$ cat config.mk
export PLATFORM = sky130hd
export DESIGN_NAME = alu_share_arbiter
export DESIGN_NICKNAME = d
export VERILOG_FILES = /design/src/rtl/alu_share_arbiter.sv
export SDC_FILE = /design/constraint.sdc
export NUM_CORES = 1
export LEC_CHECK = 0
export CAP_MARGIN = 20
export CELL_PAD_IN_SITES_DETAIL_PLACEMENT = 1
export CELL_PAD_IN_SITES_GLOBAL_PLACEMENT = 1
export CORE_MARGIN = 10
export CORE_UTILIZATION = 41
export DETAILED_ROUTE_END_ITERATION = 16
export PLACE_DENSITY_LB_ADDON = 0.05
export RECOVER_POWER = 25
export SYNTH_ARGS = -nofsm -noshare
export SYNTH_HDL_FRONTEND = slang
export SYNTH_HIERARCHICAL = 1
export SYNTH_SLANG_ARGS = --single-unit
$ cat constraint.sdc
create_clock -name clock -period 6.4 [get_ports clock]
set_input_delay 1.28 -clock clock [delete_from_list [all_inputs] [get_ports clock]]
set_output_delay 1.28 -clock clock [all_outputs]
set_load 0.005 [all_outputs]
$ cat src/rtl/alu_share_arbiter.sv
// Two-port arbiter that time-shares one combinational ALU and registers each
// winner's result into a per-requester response slot, with a contention counter.

module alu_share_alu (
  input  logic [4:0]  i_ctrl,
  input  logic [31:0] i_a,
  input  logic [31:0] i_b,
  input  logic        i_branch_op,
  output logic [31:0] o_result,
  output logic        o_branch
);
  logic signed [31:0] w_sa;
  logic signed [31:0] w_sb;
  logic [1:0]         w_class;
  logic [2:0]         w_funct3;
  logic               w_slt;
  logic               w_sltu;

  assign w_sa     = i_a;
  assign w_sb     = i_b;
  assign w_class  = i_ctrl[4:3];
  assign w_funct3 = i_ctrl[2:0];
  assign w_slt    = (w_sa < w_sb);
  assign w_sltu   = (i_a < i_b);

  // Class 00 is the base op set; class 01 swaps ADD->SUB and SRL->SRA.
  always_comb begin
    o_result = '0;
    case (w_class)
      2'b00, 2'b01: begin
        case (w_funct3)
          3'b000:  o_result = w_class[0] ? (i_a - i_b) : (i_a + i_b);
          3'b001:  o_result = i_a << i_b[4:0];
          3'b010:  o_result = {31'd0, w_slt};
          3'b011:  o_result = {31'd0, w_sltu};
          3'b100:  o_result = i_a ^ i_b;
          3'b101:  o_result = w_class[0] ? 32'(w_sa >>> i_b[4:0]) : (i_a >> i_b[4:0]);
          3'b110:  o_result = i_a | i_b;
          default: o_result = i_a & i_b;
        endcase
      end
      2'b11:   o_result = i_a;
      default: o_result = '0;
    endcase
  end

  always_comb begin
    o_branch = 1'b0;
    if (i_branch_op) begin
      case (w_funct3)
        3'b000:  o_branch = (i_a == i_b);
        3'b001:  o_branch = (i_a != i_b);
        3'b100:  o_branch = w_slt;
        3'b101:  o_branch = !w_slt;
        3'b110:  o_branch = w_sltu;
        3'b111:  o_branch = !w_sltu;
        default: o_branch = 1'b0;
      endcase
    end
  end
endmodule

module alu_share_arbiter #(
  parameter bit FIXED_PRIO = 1'b0,
  parameter int CNT_W      = 16
) (
  input  logic             clock,
  input  logic             reset_n,
  input  logic             req0_valid,
  input  logic             req1_valid,
  output logic             req0_ready,
  output logic             req1_ready,
  input  logic [5:0]       req0_ctrl,
  input  logic [5:0]       req1_ctrl,
  input  logic [31:0]      req0_a,
  input  logic [31:0]      req1_a,
  input  logic [31:0]      req0_b,
  input  logic [31:0]      req1_b,
  output logic             rsp0_valid,
  output logic             rsp1_valid,
  input  logic             rsp0_ready,
  input  logic             rsp1_ready,
  output logic [31:0]      rsp0_result,
  output logic [31:0]      rsp1_result,
  output logic             rsp0_branch,
  output logic             rsp1_branch,
  output logic [CNT_W-1:0] conflict_count
);
  logic             r_rsp0_valid, r_rsp1_valid;
  logic [31:0]      r_rsp0_result, r_rsp1_result;
  logic             r_rsp0_branch, r_rsp1_branch;
  logic [CNT_W-1:0] r_conflict;
  logic             r_prio;

  logic             w_elig0, w_elig1;
  logic             w_gnt0, w_gnt1;
  logic             w_acc0, w_acc1;
  logic [5:0]       w_ctrl;
  logic [31:0]      w_a, w_b;
  logic [31:0]      w_alu_result;
  logic             w_alu_branch;
  logic             w_unused_ctrl5;

  function automatic logic [CNT_W-1:0] sat_inc(input logic [CNT_W-1:0] v);
    return (&v) ? v : v + CNT_W'(1);
  endfunction

  // A slot counts as free when empty or being drained this very cycle.
  assign w_elig0 = req0_valid && (!r_rsp0_valid || rsp0_ready);
  assign w_elig1 = req1_valid && (!r_rsp1_valid || rsp1_ready);

  always_comb begin
    w_gnt0 = w_elig0;
    w_gnt1 = w_elig1;
    if (w_elig0 && w_elig1) begin
      w_gnt0 = FIXED_PRIO || !r_prio;
      w_gnt1 = !w_gnt0;
    end
  end

  assign req0_ready = w_gnt0;
  assign req1_ready = w_gnt1;
  assign w_acc0     = req0_valid && w_gnt0;
  assign w_acc1     = req1_valid && w_gnt1;

  // Requester 0 drives the shared ALU whenever requester 1 is not granted.
  assign w_ctrl         = w_gnt1 ? req1_ctrl : req0_ctrl;
  assign w_a            = w_gnt1 ? req1_a    : req0_a;
  assign w_b            = w_gnt1 ? req1_b    : req0_b;
  assign w_unused_ctrl5 = w_ctrl[5];

  alu_share_alu u_alu (
    .i_ctrl      (w_ctrl[4:0]),
    .i_a         (w_a),
    .i_b         (w_b),
    .i_branch_op (w_ctrl[4:3] == 2'b10),
    .o_result    (w_alu_result),
    .o_branch    (w_alu_branch)
  );

  // Response slots, round-robin pointer and contention counter
  always_ff @(posedge clock or negedge reset_n) begin
    if (!reset_n) begin
      r_rsp0_valid  <= 1'b0;
      r_rsp1_valid  <= 1'b0;
      r_rsp0_result <= '0;
      r_rsp1_result <= '0;
      r_rsp0_branch <= 1'b0;
      r_rsp1_branch <= 1'b0;
      r_conflict    <= '0;
      r_prio        <= 1'b0;
    end else begin
      if (w_acc0) begin
        r_rsp0_valid  <= 1'b1;
        r_rsp0_result <= w_alu_result;
        r_rsp0_branch <= w_alu_branch;
      end else if (rsp0_ready) begin
        r_rsp0_valid  <= 1'b0;
      end
      if (w_acc1) begin
        r_rsp1_valid  <= 1'b1;
        r_rsp1_result <= w_alu_result;
        r_rsp1_branch <= w_alu_branch;
      end else if (rsp1_ready) begin
        r_rsp1_valid  <= 1'b0;
      end
      if (w_acc0)
        r_prio <= 1'b1;
      else if (w_acc1)
        r_prio <= 1'b0;
      if (w_elig0 && w_elig1)
        r_conflict <= sat_inc(r_conflict);
    end
  end

  assign rsp0_valid     = r_rsp0_valid;
  assign rsp1_valid     = r_rsp1_valid;
  assign rsp0_result    = r_rsp0_result;
  assign rsp1_result    = r_rsp1_result;
  assign rsp0_branch    = r_rsp0_branch;
  assign rsp1_branch    = r_rsp1_branch;
  assign conflict_count = r_conflict;
endmodule

== Yosys cells after proc, flatten, opt, wreduce, memory -nomap -nowiden ==
Cells that the tools add are included.
W data, S select, Z words.

* Register bits: 85
* Bits in latches: 0
* Bits in writable memories: 0
* Bits in read-only memories: 0
* Input port bits: 146
* Output and inout port bits: 86
* Logic and storage cells: 69
* Memories: 0

* $add $sub $neg: 3
* $mul: 0
* Div/mod/pow operators: 0
* $lt $le $gt $ge: 2
* Equality and inequality tests: 12
* Shift operators: 3
* Multiplexer cells: 17
* Bitwise gates (word level): 4
* Reduce and logical (&&, ||, !) cells: 20

{| class="wikitable"
|+ Operator list
! cell !! number
|-
| $pmux W32 S7 || 1
|-
| $mux W32 || 4
|-
| $lt A32 B32 Y1 || 2
|-
| $pmux W32 S2 || 1
|-
| $add A32 B32 Y32 || 1
|-
| $and A32 B32 Y32 || 1
|-
| $eq A32 B32 Y1 || 1
|-
| $ne A32 B32 Y1 || 1
|-
| $or A32 B32 Y32 || 1
|-
| $shl A32 B5 Y32 || 1
|-
| $shr A32 B5 Y32 || 1
|-
| $sshr A32 B5 Y32 || 1
|-
| $sub A32 B32 Y32 || 1
|-
| $xor A32 B32 Y32 || 1
|-
| $add A16 B1 Y16 const B || 1
|-
| $reduce_and A16 Y1 || 1
|-
| $eq A3 B3 Y1 const B || 4
|-
| $mux W1 || 9
|-
| $eq A3 B2 Y1 const B || 2
|-
| $pmux W1 S6 || 1
|-
| $reduce_bool A2 Y1 || 3
|-
| $logic_and A1 B1 Y1 || 5
|-
| $logic_not A1 Y1 || 5
|-
| $mux W5 || 1
|-
| 9 further kinds || 11
|}

== Longest topological paths before layout ==
* Depth in word-level cells: 10
* Gate-level depth with buffers: 23
* Mapped depth without buffers: 18

== By module ==
Netlist, hierarchy kept.

{| class="wikitable"
|+ Modules (own cells, without submodules)
! module !! times used !! cells each !! area each (µm²) !! seq. area each (µm²)
|-
| alu_share_alu || 1 || 1384 || 8934.8 || 0.0
|-
| alu_share_arbiter || 1 || 298 || 4231.6 || 2127.0
|}

== Least setup slack after synthesis ==
No wires, ideal clock.

* Path kind: in2reg
* Start: input rsp1_ready
* End: register r_rsp0_result[29], in the netlist rsp0_result[29]
* Library setup time: 0.125 ns
* Data arrival time: 6.257 ns
* Required time: 6.275 ns
* Setup slack: 0.018 ns
* Cell stages on the path: 22
* Path buffers: 5
* Cell sequence: nand2b_1 > and2_2 > o21ai_2 > buf_6 > buf_6 > mux2_2 > clkbuf_1 > inv_2 > buf_1 > clkbuf_1 > ha_1 > a211o_1 > a31o_1 > o311ai_1 > nand3_1 > a2111oi_0 > nor2_1 > nor4b_1 > a211oi_1 > xnor2_1 > a221o_1 > mux2_2

* Cells in the longest elaborated chain, start to end: 9
* Elaborated cells on any way between the ends: 32
* Those cells by class: add/sub: 2; eq/ne: 8; shift: 3; mux: 9; bitwise: 3; reduce/logical: 7

{| class="wikitable"
|+ RTL lines
! item !! RTL line !! RTL
|-
| start: declaration || 82 || <nowiki>input logic rsp1_ready,</nowiki>
|-
| $logic_or A1 B1 Y1 * || 110 || <nowiki>assign w_elig1 = req1_valid && (!r_rsp1_valid || rsp1_ready);</nowiki>
|-
| $logic_and A1 B1 Y1 * || 110 ||
|-
| $logic_and A1 B1 Y1 || 115 || <nowiki>if (w_elig0 && w_elig1) begin</nowiki>
|-
| $mux W1 * || 115 ||
|-
| $mux W32 * || 129 || <nowiki>assign w_b = w_gnt1 ? req1_b : req0_b;</nowiki>
|-
| via w_b[1] || 99 || <nowiki>logic [31:0] w_a, w_b;</nowiki>
|-
| $add A32 B32 Y32, or another cell as far along || 32 || <nowiki>3'b000: o_result = w_class[0] ? (i_a - i_b) : (i_a + i_b);</nowiki>
|-
| $mux W32 (on tied branches) || 32, 37 ||
|-
| $pmux W32 S7 * || 31 || <nowiki>case (w_funct3)</nowiki>
|-
| $pmux W32 S2 * || 29 || <nowiki>case (w_class)</nowiki>
|-
| via w_alu_result[29] || 100 || <nowiki>logic [31:0] w_alu_result;</nowiki>
|-
| end signal: assignment || 155 || <nowiki>r_rsp0_result <= w_alu_result;</nowiki>
|-
| end: declaration || 90 || <nowiki>logic [31:0] r_rsp0_result, r_rsp1_result;</nowiki>
|}

The timed path passes the listed nets; every way through them passes the cells marked *.
A chain may end at the register's enable or synchronous reset.

== Final worst setup path ==
* Start: input rsp1_ready
* End: register r_rsp1_result[31], in the netlist rsp1_result[31]

* Cells in the longest elaborated chain, start to end: 9
* Elaborated cells on any way between the ends: 31
* Those cells by class: add/sub: 2; eq/ne: 8; shift: 3; mux: 8; bitwise: 3; reduce/logical: 7

{| class="wikitable"
|+ RTL lines
! item !! RTL line !! RTL
|-
| $logic_or A1 B1 Y1 * || 110 ||
|-
| $logic_and A1 B1 Y1 * || 110 ||
|-
| $logic_and A1 B1 Y1 || 115 ||
|-
| $mux W1 * || 115 ||
|-
| $mux W32 * || 129 ||
|-
| via w_b[4] || 99 ||
|-
| $add A32 B32 Y32, or another cell as far along || 32 ||
|-
| $mux W32 (on tied branches) || 32, 37 ||
|-
| $pmux W32 S7 * || 31 ||
|-
| $pmux W32 S2 * || 29 ||
|-
| via w_alu_result[31] || 100 ||
|-
| end signal: assignment || 162 || <nowiki>r_rsp1_result <= w_alu_result;</nowiki>
|-
| end: declaration || 90 ||
|}

Marked as above.

==> metrics.yaml <==
dp_cells: 2343
p_switching_mw: 2.008
antenna_found_initial: 0
swShare_pct: 45.93
slowest_delay_ns: 0.55
pwr-share-clk_pct: 11.7
cp.required_ns: 6.61
diodes: 0
layout_commonest_cell: "clkdlybuf4s50_1"
nets: 2211
violations: "capacitance limit, slew limit"
drc_errors: 0
drt_iter0_drc: 1299
synth_edf_count: 0
die_w_um: 199.2
pwr-share-seq_pct: 19.1
die_h_um: 199.2
grt_pass1_wl_um: 93540
cpMostUsedCell: "buf_4"
path_cells: "clkdlybuf4s50_1 > nand2b_1 > and2_2 > o21ai_4 > buf_12 > buf_4 > mux2_2 > clkinv_1 > ha_1 > inv_1 > a2111oi_2 > buf_4 > a2111oi_2 > nor3_1 > o31ai_2 > a311oi_1 > buf_4 > o2111ai_1 > xnor2_1 > a221o_1 > mux2_2"
cp_slowest_cell: "nor3_1"
grt_overflow: 0
ys_warn_count: 6
wire_per_inst_um: 26.47
arrival_ns: 6.40
critPathTopFamily: "compound AO/OA/AOI/OAI gates"
hold_viol_final: 0
ys_async_sr_fraction_pct: 100.0
ant_nets: 0
die_area_sq_um: 39680
syn-cell-area_sq_um: 13170
intPower_mw: 2.364
rsz0062_at_grt: "no"
crit_buf_inv: 7
startpoint_type: "input pin"
firstDrtPassIters: 6
cts_root_buf: "clkbuf_16"
whs_ns: 0.5017
run_status: "complete, but fails checks"
cts_tree: "yes"
ir_drop_uv: 154.6
hold_buffers: 0
cts_resized: 0
comb_power_share_pct: 69.2
critPathKind: "input pin to flop"
dp_hpwl_um: 49940
setup_viol: 0
synth-seq-cells: 85
setup_ws_ns: 0.2186
rows: 65
clk_path_buf_depth: 2
synth.distinct_cells: 79
dr_total_vias: 14710
grt_max_degree: 95
ios: 232
post-route-period-util_pct: 96.58
worst-slew-pin-transition_ns: 3.770
drv_cap: 1
final_cell_mix: "228 x clkdlybuf4s50_1, 192 x nor2_1, 170 x a21oi_1"
start_util_pct: 41.62
skew_ns: 0.009617
syn_inst: 1682
syn_area_per_cell_sq_um: 7.828
grt_pass1_vias: 15100
viasPerCell: 6.224
clk_pin_slew_ns: 0.06
numCtsBuffers: 9
design_area_sq_um: 16940
p_per_area_nw_per_um2: 258.1
drv_slew: 70
hold_path_class: "flop to flop"
placed_area_sq_um: 16610
p_leak_nw: 7.375
clock-sinks: 85
grt_usage_pct: 30.59
gp_congestion: 1.019
synthToLayoutAreaGrowth_pct: 28.65
drt-total-wl_um: 62540
period_minus_slack_ns: 6.181
final.setup.tns_ns: 0
io_buffers: 229
max-slew-margin-rel_pct: -151.4
htree_num_levels: 3
core_sq_um: 31640
layout.cells.non_filler: 2363
drive_above_1_share_pct: 18.61
synth_fp_nets: 1937
ys_seq_area_share_pct: 16.16
clock_latency_ns: 0.34
dp_slack_ns: -0.4617
end_kind: "flop"
fmax_mhz: 161.8
path_max_fanout: 14
yosys_most_used_dff: "dfrtp_1"
## metal layers
layer / part of all wire (%) / wire [um] / GRT usage, % / up-vias
met5: 0 / 0 / 0 / -
met4: 4.8 / 3007 / 13.85 / 0
li1: - / - / - / 6699
met2: 48 / 30130 / 52.03 / 610
met1: 41 / 25610 / 37.59 / 7286
met3: 6.1 / 3796 / 4.121 / 113
## final cells by class
cell class / instances / area [sq um]
Timing Repair Buffer: 388 / 3513
Inverter: 100 / 375.4
Multi-Input combinational cell: 1372 / 10130
Clock inverter: 6 / 52.55
Tap cell: 402 / 503.0
Sequential cell: 85 / 2127
Clock buffer: 10 / 239.0
Fill cell: 3838 / 14700
## timing repair
action,4_1_cts,5_1_grt
setup buffers,4,0
endpoints found under the hold margin,0,0
setup endpoints to repair,9,0
## kinds of logic after synthesis
group / after synthesis / share of synthesized area [%]
flops: 85 / 16.16
buf+inv: 225 / 7.051
fa+ha+maj: 109 / 10.47
simple gates: 463 / 16.09
mux: 241 / 22.07
compound gates: 514 / 25.17
xor+xnor: 45 / 2.993
## synth_stat cells (6+ instances only)
cell type | instances | area share [%]
nand3_1 | 30 | 1.1
o31ai_1 | 17 | 0.97
dfrtp_1 | 85 | 16
a21o_1 | 10 | 0.57
or3_1 | 12 | 0.57
a221oi_1 | 10 | 0.67
buf_6 | 8 | 0.68
a2111oi_0 | 6 | 0.40
a211oi_1 | 31 | 1.8
a22o_1 | 6 | 0.40
o21a_1 | 10 | 0.57
nand2b_1 | 25 | 1.2
nand4_1 | 9 | 0.43
buf_2 | 16 | 0.61
nor4_1 | 12 | 0.57
o21ai_1 | 33 | 1.3
xnor2_1 | 34 | 2.3
a21oi_1 | 170 | 6.5
a22oi_1 | 10 | 0.57
o221ai_1 | 7 | 0.47
nor2_1 | 192 | 5.5
mux2_2 | 144 | 12
nor3_1 | 41 | 1.6
nor2b_1 | 10 | 0.48
xor2_1 | 11 | 0.73
ha_1 | 107 | 10
clkbuf_1 | 81 | 2.3
o211ai_1 | 21 | 1.2
a211o_1 | 8 | 0.53
mux2i_1 | 72 | 5.5
a31oi_1 | 9 | 0.43
o21bai_1 | 12 | 0.68
a221o_1 | 12 | 0.91
inv_1 | 93 | 2.7
nand2_1 | 98 | 2.8
mux4_2 | 25 | 4.3
buf_1 | 19 | 0.54
o21ai_0 | 80 | 3.0
o22ai_1 | 12 | 0.57
and2_1 | 8 | 0.38
and3_1 | 6 | 0.29
## state kept, by name, summed over array words and instances (netlist names)
| name | flops |
|---|---|
| rsp0_result | 32 |
| rsp1_result | 32 |
| conflict_count | 16 |
| r_prio | 1 |
| rsp0_branch | 1 |
| rsp0_valid | 1 |
| rsp1_branch | 1 |
| rsp1_valid | 1 |
## through the flow
stage	total power [mW]	utilization, %
finish	4.373	53.54
detailed placement	3.796	52.51
global placement	3.734	52.51
floorplan	2.429	-
CTS	4.348	53.57
global route	4.631	53.54
## worst paths after layout
check / cells past startpoint / end / startpoint / slack (ns)
worst min register to register: 1 / rsp1_result[0]$_DFFE_PN0P_ / rsp1_result[0]$_DFFE_PN0P_ / 0.50
min in group asynchronous: 1 / conflict_count[13]$_DFFE_PN0P_ / reset_n / 1.04
worst max-delay path: 21 / rsp1_result[31]$_DFFE_PN0P_ / rsp1_ready / 0.22
max in group asynchronous: 2 / rsp0_result[1]$_DFFE_PN0P_ / reset_n / 1.27
worst max register to register: 20 / rsp1_result[31]$_DFFE_PN0P_ / rsp1_valid$_DFFE_PN0P_ / 1.32
worst min-delay path: 1 / rsp1_result[0]$_DFFE_PN0P_ / rsp1_result[0]$_DFFE_PN0P_ / 0.50
## power groups by stage
stage	Sequential, mW	Clock (mW)	Combinational, mW
after floorplan	0.830	0	1.60
after global placement	0.823	0	2.91
after detailed placement	0.838	0	2.96
after CTS	0.836	0.522	2.99
after global routing	0.857	0.552	3.22
final	0.834	0.511	3.03
Power figures use the tool's default switching activity.
